===== config.mk =====
export PLATFORM = sky130hd
export DESIGN_NAME = alimentador_cuenta1
export DESIGN_NICKNAME = d
export VERILOG_FILES = /design/src/rtl/alimentador_pkg.sv /design/src/rtl/alimentador_cuenta1_fifo_valores.sv /design/src/rtl/alimentador_cuenta1.sv
export SDC_FILE = /design/constraint.sdc
export NUM_CORES = 1
export LEC_CHECK = 0
export BUFFER_PORTS_ARGS = -buffer_cell sky130_fd_sc_hd__buf_4
export CAP_MARGIN = 15
export CORE_AREA = 2 2 63 65
export DETAILED_ROUTE_END_ITERATION = 16
export DIE_AREA = 0 0 65 67
export PLACE_DENSITY = 0.82
export SLEW_MARGIN = 20
export SYNTH_ARGS = -nofsm -noshare
export SYNTH_HDL_FRONTEND = slang
export SYNTH_SLANG_ARGS = --single-unit

===== constraint.sdc =====
create_clock -name clk -period 2.35 [get_ports clk]
set_input_delay 0.1175 -clock clk [delete_from_list [all_inputs] [get_ports clk]]
set_output_delay 0.1175 -clock clk [all_outputs]
set_load 0.01 [all_outputs]

===== src/rtl/alimentador_pkg.sv =====
// Shared types and constants for the ones-count feeder: FSM state encoding,
// operand/count widths and parameter defaults.
package alimentador_pkg;

  localparam int VAL_W     = 3;
  localparam int CNT_W     = 4;
  localparam int DEPTH_DEF = 4;
  localparam int ACC_W_DEF = 8;

  typedef enum logic [2:0] {
    REPOSO      = 3'd0,
    LANZA       = 3'd1,
    ESPERA_BAJA = 3'd2,
    ESPERA_ALTA = 3'd3,
    SUMA        = 3'd4
  } estado_t;

endpackage


===== src/rtl/alimentador_cuenta1_fifo_valores.sv =====
// fifo_valores: small circular FIFO of operands, with a same-cycle push+pop
// path and a look-ahead port for the word behind the head.
module fifo_valores
  import alimentador_pkg::*;
#(
  parameter int DEPTH = DEPTH_DEF,
  parameter int W     = VAL_W
) (
  input  logic         clk,
  input  logic         reset_n,
  input  logic         push,
  input  logic         pop,
  input  logic [W-1:0] dato_in,
  output logic [W-1:0] dato_cab,
  output logic [W-1:0] dato_sig,
  output logic         lleno,
  output logic         vacio,
  output logic         varios
);

  localparam int AW = (DEPTH > 1) ? $clog2(DEPTH) : 1;

  logic [W-1:0]  mem_r [DEPTH];
  logic [AW-1:0] wr_ptr_r;
  logic [AW-1:0] rd_ptr_r;
  logic [AW:0]   cnt_r;
  logic          acepta_s;
  logic          saca_s;

  // A full FIFO still takes a word when the head leaves in the same cycle.
  assign acepta_s = push && (!lleno || pop);
  assign saca_s   = pop && !vacio;

  assign lleno    = (cnt_r == (AW+1)'(DEPTH));
  assign vacio    = (cnt_r == {(AW+1){1'b0}});
  assign varios   = (cnt_r > (AW+1)'(1));
  assign dato_cab = mem_r[rd_ptr_r];
  assign dato_sig = mem_r[rd_ptr_r + AW'(1)];

  // Storage array write port.
  always_ff @(posedge clk) begin
    if (acepta_s) begin
      mem_r[wr_ptr_r] <= dato_in;
    end
  end

  // Pointer and occupancy bookkeeping.
  always_ff @(posedge clk or negedge reset_n) begin
    if (!reset_n) begin
      wr_ptr_r <= {AW{1'b0}};
      rd_ptr_r <= {AW{1'b0}};
      cnt_r    <= {(AW+1){1'b0}};
    end else begin
      if (acepta_s) wr_ptr_r <= wr_ptr_r + AW'(1);
      if (saca_s)   rd_ptr_r <= rd_ptr_r + AW'(1);
      case ({acepta_s, saca_s})
        2'b10:   cnt_r <= cnt_r + (AW+1)'(1);
        2'b01:   cnt_r <= cnt_r - (AW+1)'(1);
        default: cnt_r <= cnt_r;
      endcase
    end
  end

endmodule


===== src/rtl/alimentador_cuenta1.sv =====
// alimentador_cuenta1: feeds queued 3-bit words to an external ones-counter and
// accumulates the returned counts. Define ACUM_SAT_EN for a saturating total.
module alimentador_cuenta1
  import alimentador_pkg::*;
#(
  parameter int DEPTH = DEPTH_DEF,
  parameter int ACC_W = ACC_W_DEF
) (
  input  logic             clk,
  input  logic             reset_n,
  input  logic [VAL_W-1:0] dato_in,
  input  logic             push,
  input  logic             borrar,
  output logic             lleno,
  output logic             vacio,
  output logic [VAL_W-1:0] valor,
  output logic             start,
  input  logic [CNT_W-1:0] cuenta,
  input  logic             fin,
  output logic [ACC_W-1:0] total,
  output logic             ocupado
);

  estado_t            estado_r, estado_s;
  logic [VAL_W-1:0]   valor_r, valor_s;
  logic [VAL_W-1:0]   cab_s, sig_s;
  logic [CNT_W-1:0]   cuenta_r;
  logic [ACC_W-1:0]   total_r, total_s, acum_s, cuenta_ext_s;
  logic               start_r, ocupado_r;
  logic               pop_s, varios_s;

  fifo_valores #(.DEPTH(DEPTH), .W(VAL_W)) u_fifo (
    .clk      (clk),
    .reset_n  (reset_n),
    .push     (push),
    .pop      (pop_s),
    .dato_in  (dato_in),
    .dato_cab (cab_s),
    .dato_sig (sig_s),
    .lleno    (lleno),
    .vacio    (vacio),
    .varios   (varios_s)
  );

  assign pop_s        = (estado_r == SUMA);
  assign cuenta_ext_s = ACC_W'(cuenta_r);

`ifdef ACUM_SAT_EN
  logic [ACC_W:0] suma_s;
  assign suma_s = {1'b0, total_r} + {1'b0, cuenta_ext_s};
  assign acum_s = suma_s[ACC_W] ? {ACC_W{1'b1}} : suma_s[ACC_W-1:0];
`else
  assign acum_s = total_r + cuenta_ext_s;
`endif

  // Next-state and operand selection; valor only changes when entering LANZA.
  always_comb begin
    estado_s = estado_r;
    valor_s  = valor_r;
    case (estado_r)
      REPOSO: begin
        if (!vacio) begin
          estado_s = LANZA;
          valor_s  = cab_s;
        end else begin
          estado_s = REPOSO;
        end
      end
      LANZA:       estado_s = ESPERA_BAJA;
      ESPERA_BAJA: estado_s = fin ? ESPERA_BAJA : ESPERA_ALTA;
      ESPERA_ALTA: estado_s = fin ? SUMA : ESPERA_ALTA;
      SUMA: begin
        // After the pop the next head is either the queued follower or the
        // word being pushed right now into a one-entry FIFO.
        if (varios_s) begin
          estado_s = LANZA;
          valor_s  = sig_s;
        end else if (push) begin
          estado_s = LANZA;
          valor_s  = dato_in;
        end else begin
          estado_s = REPOSO;
        end
      end
      default: estado_s = REPOSO;
    endcase
  end

  // Accumulator update: a clear coinciding with an add keeps just that count.
  always_comb begin
    total_s = total_r;
    if (pop_s && borrar) begin
      total_s = cuenta_ext_s;
    end else if (pop_s) begin
      total_s = acum_s;
    end else if (borrar) begin
      total_s = {ACC_W{1'b0}};
    end else begin
      total_s = total_r;
    end
  end

  // State, operand, accumulator and registered status outputs.
  always_ff @(posedge clk or negedge reset_n) begin
    if (!reset_n) begin
      estado_r  <= REPOSO;
      valor_r   <= {VAL_W{1'b0}};
      cuenta_r  <= {CNT_W{1'b0}};
      total_r   <= {ACC_W{1'b0}};
      start_r   <= 1'b0;
      ocupado_r <= 1'b0;
    end else begin
      estado_r  <= estado_s;
      valor_r   <= valor_s;
      total_r   <= total_s;
      start_r   <= (estado_s == LANZA);
      ocupado_r <= (estado_s != REPOSO);
      if ((estado_r == ESPERA_ALTA) && fin) begin
        cuenta_r <= cuenta;
      end
    end
  end

  assign valor   = valor_r;
  assign start   = start_r;
  assign total   = total_r;
  assign ocupado = ocupado_r;

endmodule


* Word-level counts from Yosys, hierarchy flattened
Memories as Yosys holds them, arrays and structs flattened. Index checks and enable logic that the tools add are counted.
Storage, ports and cells: output and inout port bits 15, memory bits (writable) 12, register bits after elaboration 27, bits in latches 0, bits in read-only memories 0, input port bits 12, memories 1, logic and storage cells 56
Memory list:
- u_fifo.mem_r | words 4, width 3, read ports 2, clocked after memory_dff 0, write ports 1, RTL line alimentador_cuenta1_fifo_valores.sv:23 | logic [W-1:0] mem_r [DEPTH];
Operators by class: equal/unequal tests 10, $lt $le $gt $ge 1, shift-type cells 0, bitwise gates (word level) 0, multiplexer cells 16, reduce and logical (&&, ||, !) cells 14, add/sub/neg operators 5, multipliers 0, divide/modulo/power cells 0
Operators by type and width (count):
- 2-to-1 mux 8 bit | 3
- one-hot mux 3 bit (5 select lines) | 1
- 2-to-1 mux 3 bit | 4
- one-hot mux 3 bit (2 select lines) | 2
- adder 8 x 4 -> 8 bit | 1
- equality test 3 x 1 -> 1 bit, second input constant | 2
- equality test 3 x 2 -> 1 bit, second input constant | 2
- equality test 3 bit, second input constant | 2
- logical NOT 3 bit | 2
- 2-to-1 mux 1 bit | 6
- nonzero test 3 bit | 2
- adder 2 x 1 -> 2 bit, second input constant | 2
- logical AND 1 bit | 4
- nonzero test 2 bit | 2
- adder 3 x 1 -> 3 bit, second input constant | 1
- greater-than comparator 3 x 1 -> 1 bit, second input constant | 1
- != test 3 x 2 -> 1 bit, second input constant | 1
- AND reduction 3 bit | 1
- subtractor 3 x 1 -> 3 bit, second input constant | 1
- equality test 2 x 1 -> 1 bit, second input constant | 1
- equality test 2 bit, second input constant | 1
- logical NOT 1 bit | 2
- != test 2 bit, second input constant | 1
- logical OR 1 bit | 1

* Depth between registers and ports, before layout
Gate-level depths: netlist (run 1).
depth in word-level cells 6, gate-level depth with buffers 9, gate-level depth less buffers 9

* Cells and area by module
From an unflattened synthesis (run 1), not the netlist that was laid out.
Second synthesis, totals: cell total of the unflattened synthesis 161, area, all modules 2035.7 um^2
By module, submodules not included:
- alimentador_cuenta1 | seq. area each 500.5 um^2, area an instance 1037.2 um^2, cells each 98, instances 1
- fifo_valores | seq. area each 535.5 um^2, area an instance 998.5 um^2, cells each 63, instances 1

* Worst setup path after synthesis (run 1)
Ideal clock, no wire load.
kind register to register, start point register estado_r[1], end point register u_fifo.cnt_r[2], stages on the path, launching flop included 8, setup slack 0.572 ns, buffers on the path 1, library setup time 0.124 ns, arrival time 1.655 ns, clock period less this slack 1.778 ns, required time 2.226 ns, cells stage by stage dfrtp_1 or3b_1 buf_2 nor2_1 ha_1 mux2i_1 nor2_1 xnor2_1
On the way: elaborated cells between the ends (all ways) 8, classes of those cells 3 x eq/ne; 1 x mux; 4 x reduce/logical
RTL lines:
- from (decl) | RTL line alimentador_cuenta1.sv:24 | estado_t estado_r, estado_s;
- from (signal assigned) | RTL line alimentador_cuenta1.sv:113 | estado_r <= estado_s;
- equality test 3 bit * | RTL line alimentador_cuenta1.sv:45 | assign pop_s = (estado_r == SUMA);
- logical AND 1 bit * | RTL line alimentador_cuenta1_fifo_valores.sv:32 | assign saca_s = pop && !vacio;
- net u_fifo.saca_s | RTL line alimentador_cuenta1_fifo_valores.sv:28 | logic saca_s;
- equality test 2 x 1 -> 1 bit / equality test 2 bit (equally long branches) | RTL line alimentador_cuenta1_fifo_valores.sv:56 | case ({acepta_s, saca_s})
- one-hot mux 3 bit (2 select lines) / nonzero test 2 bit (equally long branches)
- to (signal assigned) | RTL line alimentador_cuenta1_fifo_valores.sv:57 | 2'b10: cnt_r <= cnt_r + (AW+1)'(1);
- to (signal assigned) | RTL line alimentador_cuenta1_fifo_valores.sv:58 | 2'b01: cnt_r <= cnt_r - (AW+1)'(1);
- to (signal assigned) | RTL line alimentador_cuenta1_fifo_valores.sv:59 | default: cnt_r <= cnt_r;
- to (decl) | RTL line alimentador_cuenta1_fifo_valores.sv:26 | logic [AW:0] cnt_r;
The timed path passes the listed nets; every way through them passes the cells marked *. A chain may end at the register's enable or synchronous reset.

* Worst setup path in the final report (run 1)
start point register u_fifo.cnt_r[0], end point register u_fifo.cnt_r[2]
On the way: elaborated cells between the ends (all ways) 13, classes of those cells 2 x add/sub; 3 x eq/ne; 1 x mux; 7 x reduce/logical
RTL lines:
- from (signal assigned) | RTL line alimentador_cuenta1_fifo_valores.sv:52 | cnt_r <= {(AW+1){1'b0}};
- from (signal assigned) | RTL line alimentador_cuenta1_fifo_valores.sv:57
- from (signal assigned) | RTL line alimentador_cuenta1_fifo_valores.sv:58
- logical NOT 3 bit * | RTL line alimentador_cuenta1_fifo_valores.sv:35 | assign vacio = (cnt_r == {(AW+1){1'b0}});
- logical NOT 1 bit * | RTL line alimentador_cuenta1_fifo_valores.sv:32
- logical AND 1 bit * | RTL line alimentador_cuenta1_fifo_valores.sv:32
- net u_fifo.saca_s | RTL line alimentador_cuenta1_fifo_valores.sv:28
- equality test 2 x 1 -> 1 bit / equality test 2 bit (equally long branches) | RTL line alimentador_cuenta1_fifo_valores.sv:56
- one-hot mux 3 bit (2 select lines) / nonzero test 2 bit (equally long branches)
Marks and branches as above.

==> metrics, run 1 <==
status finished clean; n_diodes 0; DRC violations left 0; vias per cell 5.77; Yosys top cell by area dfrtp_1; placed cell area approximately 0.0023 sq mm; Routed Antenna Nets 0; initial antenna violation count 0; Mean Syn Cell Area 11.8 sq um; max cap viols 0; Initial Util 0.558; grt ovf 0; Setup WS post-layout roughly 0.42 ns; # setup viols final 0; Final Hold Viols 0; Max-slew headroom 0.672; CP Launch Type register; Worst Hold Class in -> reg; r2r endpoint u_fifo.cnt_r[2]; fraction of layout instances using a drive strength above 1 0.232; area of the core ~0.0036 sq mm; TritonCTS buffer count 5; die area between 0.004 and 0.005 sq mm; count of cell types in the netlist 35; post-synthesis sequential area ratio 0.515; #FFs+latches synth 39; Worst EP arrival between 2 and 2.5 ns; Post-Route Setup TNS 0 ns; total number of vias 1448; Detailed Route WL 3930 um; later-pin clock latency in the skew report 0.29 ns; Pins Over Slew Limit 0; area growth from synthesis to layout 18.2%; CTS sink cnt 39; Iteration-0 DRC Markers 91; Die Wd roughly 65 um; Clock Root Buffer clkbuf_8; post-DP HPWL between 3000 and 4000 um; pwr dens around 1100 mW/mm^2; Post-Route Skew roughly 0.0061 ns; deepest clock path buffer count 2; most common cell in the netlist dfrtp_1; H-tree Lvls 2; Final #Nets between 200 and 250; RSZ-0062 raised after global routing false; GPL Wtd Cong roughly 0.8; maximum clock frequency around 520 MHz; vias in the first global route ~1500; postcts setup bufs 0; CTS tree yes; largest net degree at the start of global routing 28; Die Ht around 67 um; Post-synth top cells dfrtp_1, ha_1, o21ai_0; minimum clock period ~1.9 ns; Setup crit end u_fifo.cnt_r[2]; fillcell total 273; number of synthesized flops with an enable pin 12; reg2reg start u_fifo.cnt_r[0]; GRT Util Overall 0.210; Top Ports 27; Pre-antenna DRT Iters 5; Worst Max-Slew Pin Slew roughly 0.49 ns; number of port buffers 26; Syn Std Cell Area 0.00201 sq mm; r2r worst-path depth 8; critical path type reg -> reg; fraction of registers with async set/reset 0.692; hold_sp dato_in[1]; Max VDD drop about 0.46 mV; synth top area cells dfrtp_1, edfxtp_1, ha_1; multi-input logic area ~910 sq um; CTS clock-pin slew for the worst setup and hold paths approximately 0.08 ns; first-pass GRT wire length between 6000 and 7000 um; YS warnings 0; commonest register cell after synthesis dfrtp_1; share of the synthesized area in the top cell type 0.336; Leak between 1 and 1.5 nW; drt wl/cell around 16 um; post-place setup slack 0.450 ns; Cell Rows 22; crit path from u_fifo.cnt_r[0]; critical path required time 2.53 ns; Hold WS ~0.042 ns; reg2reg setup slack between 0.4 and 0.5 ns; Crit. End Element register; Synth Net Count between 150 and 200; Register Area 0.00104 sq mm; period utilisation layout 0.821; Post-Syn Instances roughly 170; CP Max Fanout 6; post-route cell area 0.00238 sq mm
repair_timing:
item                      4_1_cts  5_1_grt
hold endpoints to repair       27        0
hold buffers                    1        0
resized for setup               0        0
final cells by class:
| class | count | share of cell area |
|---|---|---|
| clock buffers | 5 | 0.0289 |
| clock inverters | 3 | 0.0163 |
| inverters | 12 | 0.0189 |
| multi-input cells | 115 | 0.383 |
| flip-flops and latches | 39 | 0.435 |
| well taps | 48 | 0.0252 |
| repair buffers | 29 | 0.0925 |
layout by cell type, fill, tap and decap left out, types with 2 or more instances in the layout:
cell type and instances:
and2_1 4, inv_1 12, mux4_2 6, clkbuf_8 5
xnor2_1 6, buf_4 28, nand2_1 12, nor2b_1 2
mux2_2 4, nand3_1 11, a21o_1 2, mux2i_1 3
ha_1 13, nor2_1 6, o21ai_0 13, a211o_1 2
dfrtp_1 27, a2bb2oi_1 3, o21a_1 2, or3_1 3
a21oi_1 11, edfxtp_1 12
critical path, stage by stage, from the launching register on:
cell and delay (ns):
dfrtp_1 0.45, inv_1 0.09, ha_1 0.21, nor2b_1 0.15, nor2_1 0.24, ha_1 0.25
mux2i_1 0.22, nor2_1 0.08, xnor2_1 0.13
kinds of logic after synthesis:
kind of cell,share of synthesized area
simple gates,0.110
flops,0.515
compound gates,0.117
buf+inv,0.0329
fa+ha+maj,0.0907
mux,0.104
xor+xnor,0.0305
sequential cells by signal, indices dropped and copies added (netlist names):
register	flops
ocupado	1
valor	3
u_fifo.rd_ptr_r	2
u_fifo.mem_r	12
u_fifo.wr_ptr_r	2
start	1
estado_r	3
cuenta_r	4
total	8
u_fifo.cnt_r	3
power by group:
group | internal (mW) | switching (mW)
Combinational | 0.512 | 0.504
Clock | 0.310 | 0.223
Sequential | 0.916 | 0.216
metal layers:
metal,part of all wire,GRT usage,vias to the layer above
met3,0.050,0.0625,6
li1,-,-,676
met1,0.40,0.226,721
met5,0,0,-
met2,0.53,0.375,45
met4,0.018,0.106,0
how the worst min path moves through the flow:
stage / slack [ns] / cells after the start / endpoint
floorplan: -0.18 / 0 / cuenta_r[0]
global placement: 0.04 / 1 / cuenta_r[0]
global route: 0.03 / 1 / u_fifo.mem_r[3][1]
detailed placement: 0.05 / 1 / cuenta_r[0]
finish: 0.04 / 1 / u_fifo.mem_r[0][1]
CTS: 0.03 / 1 / u_fifo.mem_r[0][2]
metrics by stage:
stage	total power, mW	utilization	cells
detailed placement	2.15	0.627	242
floorplan	1.82	-	171
CTS	2.70	0.660	251
global route	2.87	0.660	251
global placement	2.06	0.627	242
finish	2.68	0.660	251
Note: power is estimated with default switching activity, not from simulation.
==> run 2, diff against run 1 <==
- clock period: 2.35 -> 1.86 ns (I/O delays scaled with it)
==> run 2 against run 1 <==
Effect of this change: register-to-register slack got worse by 0.32 ns; critical path depth unchanged; die area unchanged; routed wire length decreased by 0.66%; non-clock buffer count increased by 6; clock-buffer cell count increased by 1; via count decreased by 0.41%; core utilization increased by 1.2 points; global-route usage about the same; maximum frequency increased by 10%.
==> metrics, run 2 (synthesis gave the netlist of run 1 again) <==
critical path type reg -> reg (unchanged); critical path required time 2.04 ns (was 2.53 ns); later-pin clock latency in the skew report 0.29 ns (about the same); fraction of layout instances using a drive strength above 1 0.292 (was 0.232); Die Wd 65 um (unchanged); Detailed Route WL 3910 um (was 3930 um); grt ovf 0 (unchanged); placed cells 247 (was 242); # setup viols final 0 (unchanged); Clock Root Buffer clkbuf_8 (unchanged); area growth from synthesis to layout 20.4% (was 18.2%); H-tree Lvls 2 (unchanged); RSZ-0062 raised after global routing false (unchanged); Post-Route Setup TNS 0 ns (unchanged); drt wl/cell 15.2 um (was 15.7 um); r2r endpoint u_fifo.cnt_r[2] (unchanged); Pins Over Slew Limit 0 (unchanged); Cell Rows 22 (unchanged); Worst EP arrival 1.93 ns (was 2.11 ns); vias per cell 5.61 (was 5.77); fillcell total 271 (was 273); reg2reg setup slack 0.10 ns (was 0.42 ns); WHS Path Cells 1 (unchanged); CP Launch Type register (unchanged); area of the core 0.00361 sq mm (unchanged); most frequent cells in the layout buf_4, dfrtp_1, o21ai_0 (was buf_4, dfrtp_1, o21ai_0, ha_1); most common cell after layout, fill and taps aside buf_4 (unchanged); hold_sp dato_in[1] (unchanged); Top Ports 27 (unchanged); maximum clock frequency 570 MHz (was 518 MHz); Initial Util 0.558 (unchanged); DRC violations left 0 (unchanged); period utilisation layout 0.944 (was 0.821); first-pass GRT wire length 6700 um (was 6730 um); most flop-heavy register u_fifo.mem_r (unchanged); reg2reg start u_fifo.cnt_r[0] (unchanged); max cap viols 0 (unchanged); deepest clock path buffer count 2 (unchanged); CTS tree yes (unchanged); Pre-antenna DRT Iters 4 (was 5); Final #Nets 234 (was 228); number of port buffers 26 (unchanged); minimum clock period 1.76 ns (was 1.93 ns); post-DP HPWL 2960 um (was 3020 um); total number of vias 1442 (was 1448); Max VDD drop 0.677 mV (was 0.460 mV); Worst Max-Slew Pin Slew 0.467 ns (was 0.490 ns); die area 0.00436 sq mm (unchanged); Leak 1.10 nW (was 1.09 nW); TritonCTS buffer count 5 (unchanged); r2r worst-path depth 8 (unchanged); CTS sink cnt 39 (unchanged); Crit. End Element register (unchanged); placed cell area 0.00230 sq mm (was 0.00226 sq mm); Worst Hold Class in -> reg (unchanged); post-route cell area 0.00242 sq mm (was 0.00238 sq mm); initial antenna violation count 0 (unchanged); GPL Wtd Cong 0.781 (was 0.807); Max-slew headroom 0.688 (was 0.672); max reg flops 12 (unchanged); Iteration-0 DRC Markers 82 (was 91); Cell Count, Final, Fillers Out 257 (was 251); status finished clean (unchanged); Final Hold Viols 0 (unchanged); pwr dens 1380 mW/mm^2 (was 1130 mW/mm^2); GRT Util Overall 0.210 (about the same); Routed Antenna Nets 0 (unchanged); CP Max Fanout 6 (unchanged); n_diodes 0 (unchanged); CTS clock-pin slew for the worst setup and hold paths 0.08 ns (about the same); Hold EP u_fifo.mem_r[3][1] (was u_fifo.mem_r[0][1]); largest net degree at the start of global routing 28 (unchanged); vias in the first global route 1508 (unchanged); Die Ht 67 um (unchanged); Post-Route Skew 0.0117 ns (was 0.00606 ns); Post-Route Utilization 0.672 (was 0.660)
[run 2: metrics by stage]
step,total power [mW],hold WS (ns),worst slack [ns]
final,3.34,0.0123,0.105
after detailed placement,2.75,0.0294,0.0162
after floorplan,2.30,-0.203,0.0816
after global routing,3.61,0.0130,0.00552
after global placement,2.64,0.0215,0.132
after CTS,3.31,0.00663,0.00127
[run 2: cell type report]
type | instances | area, sq um | area share
clock inverters | 2 | 12.5 | 0.00516
multi-input cells | 115 | 932 | 0.384
clock buffers | 6 | 72.6 | 0.0299
inverters | 12 | 45.0 | 0.0186
repair buffers | 35 | 265 | 0.109
flip-flops and latches | 39 | 1040 | 0.428
well taps | 48 | 60.1 | 0.0248
[run 2: power breakdown]
group / switching, mW / internal, mW
Sequential: 0.246 / 1.16
Combinational: 0.679 / 0.710
Clock: 0.284 / 0.262
[run 2: worst max-delay path, cell delays in order, from the launching register on]
cell and delay, ns:
dfrtp_2 0.43, inv_2 0.06, ha_1 0.21, nor2b_2 0.18, nor2_2 0.15, ha_2 0.22, mux2i_1 0.19, nor2_1 0.07
xnor2_1 0.13
[run 2: how the worst max path moves through the flow]
stage,slack [ns],startpoint,endpoint,depth (start not counted)
global placement,0.13,total[0],total[6],6
global route,0.006,total[0],total[6],6
CTS,0.001,u_fifo.cnt_r[0],u_fifo.cnt_r[2],8
detailed placement,0.02,u_fifo.cnt_r[0],u_fifo.cnt_r[2],8
finish,0.10,u_fifo.cnt_r[0],u_fifo.cnt_r[2],8
floorplan,0.08,estado_r[1],u_fifo.cnt_r[2],7
[run 2: timing repair]
item | CTS | global route
setup buffers | 0 | 1
setup endpoints to repair | 0 | 10
gates resized for setup | 0 | 8
hold buffers | 1 | 0
hold endpoints to repair | 27 | 0
[run 2: per-layer routing]
layer | share of wire | vias to the layer above | GRT usage
met1 | 0.42 | 718 | 0.238
met3 | 0.041 | 5 | 0.0625
met2 | 0.53 | 31 | 0.375
li1 | - | 688 | -
met5 | 0 | - | 0
met4 | 0.012 | 0 | 0.0745
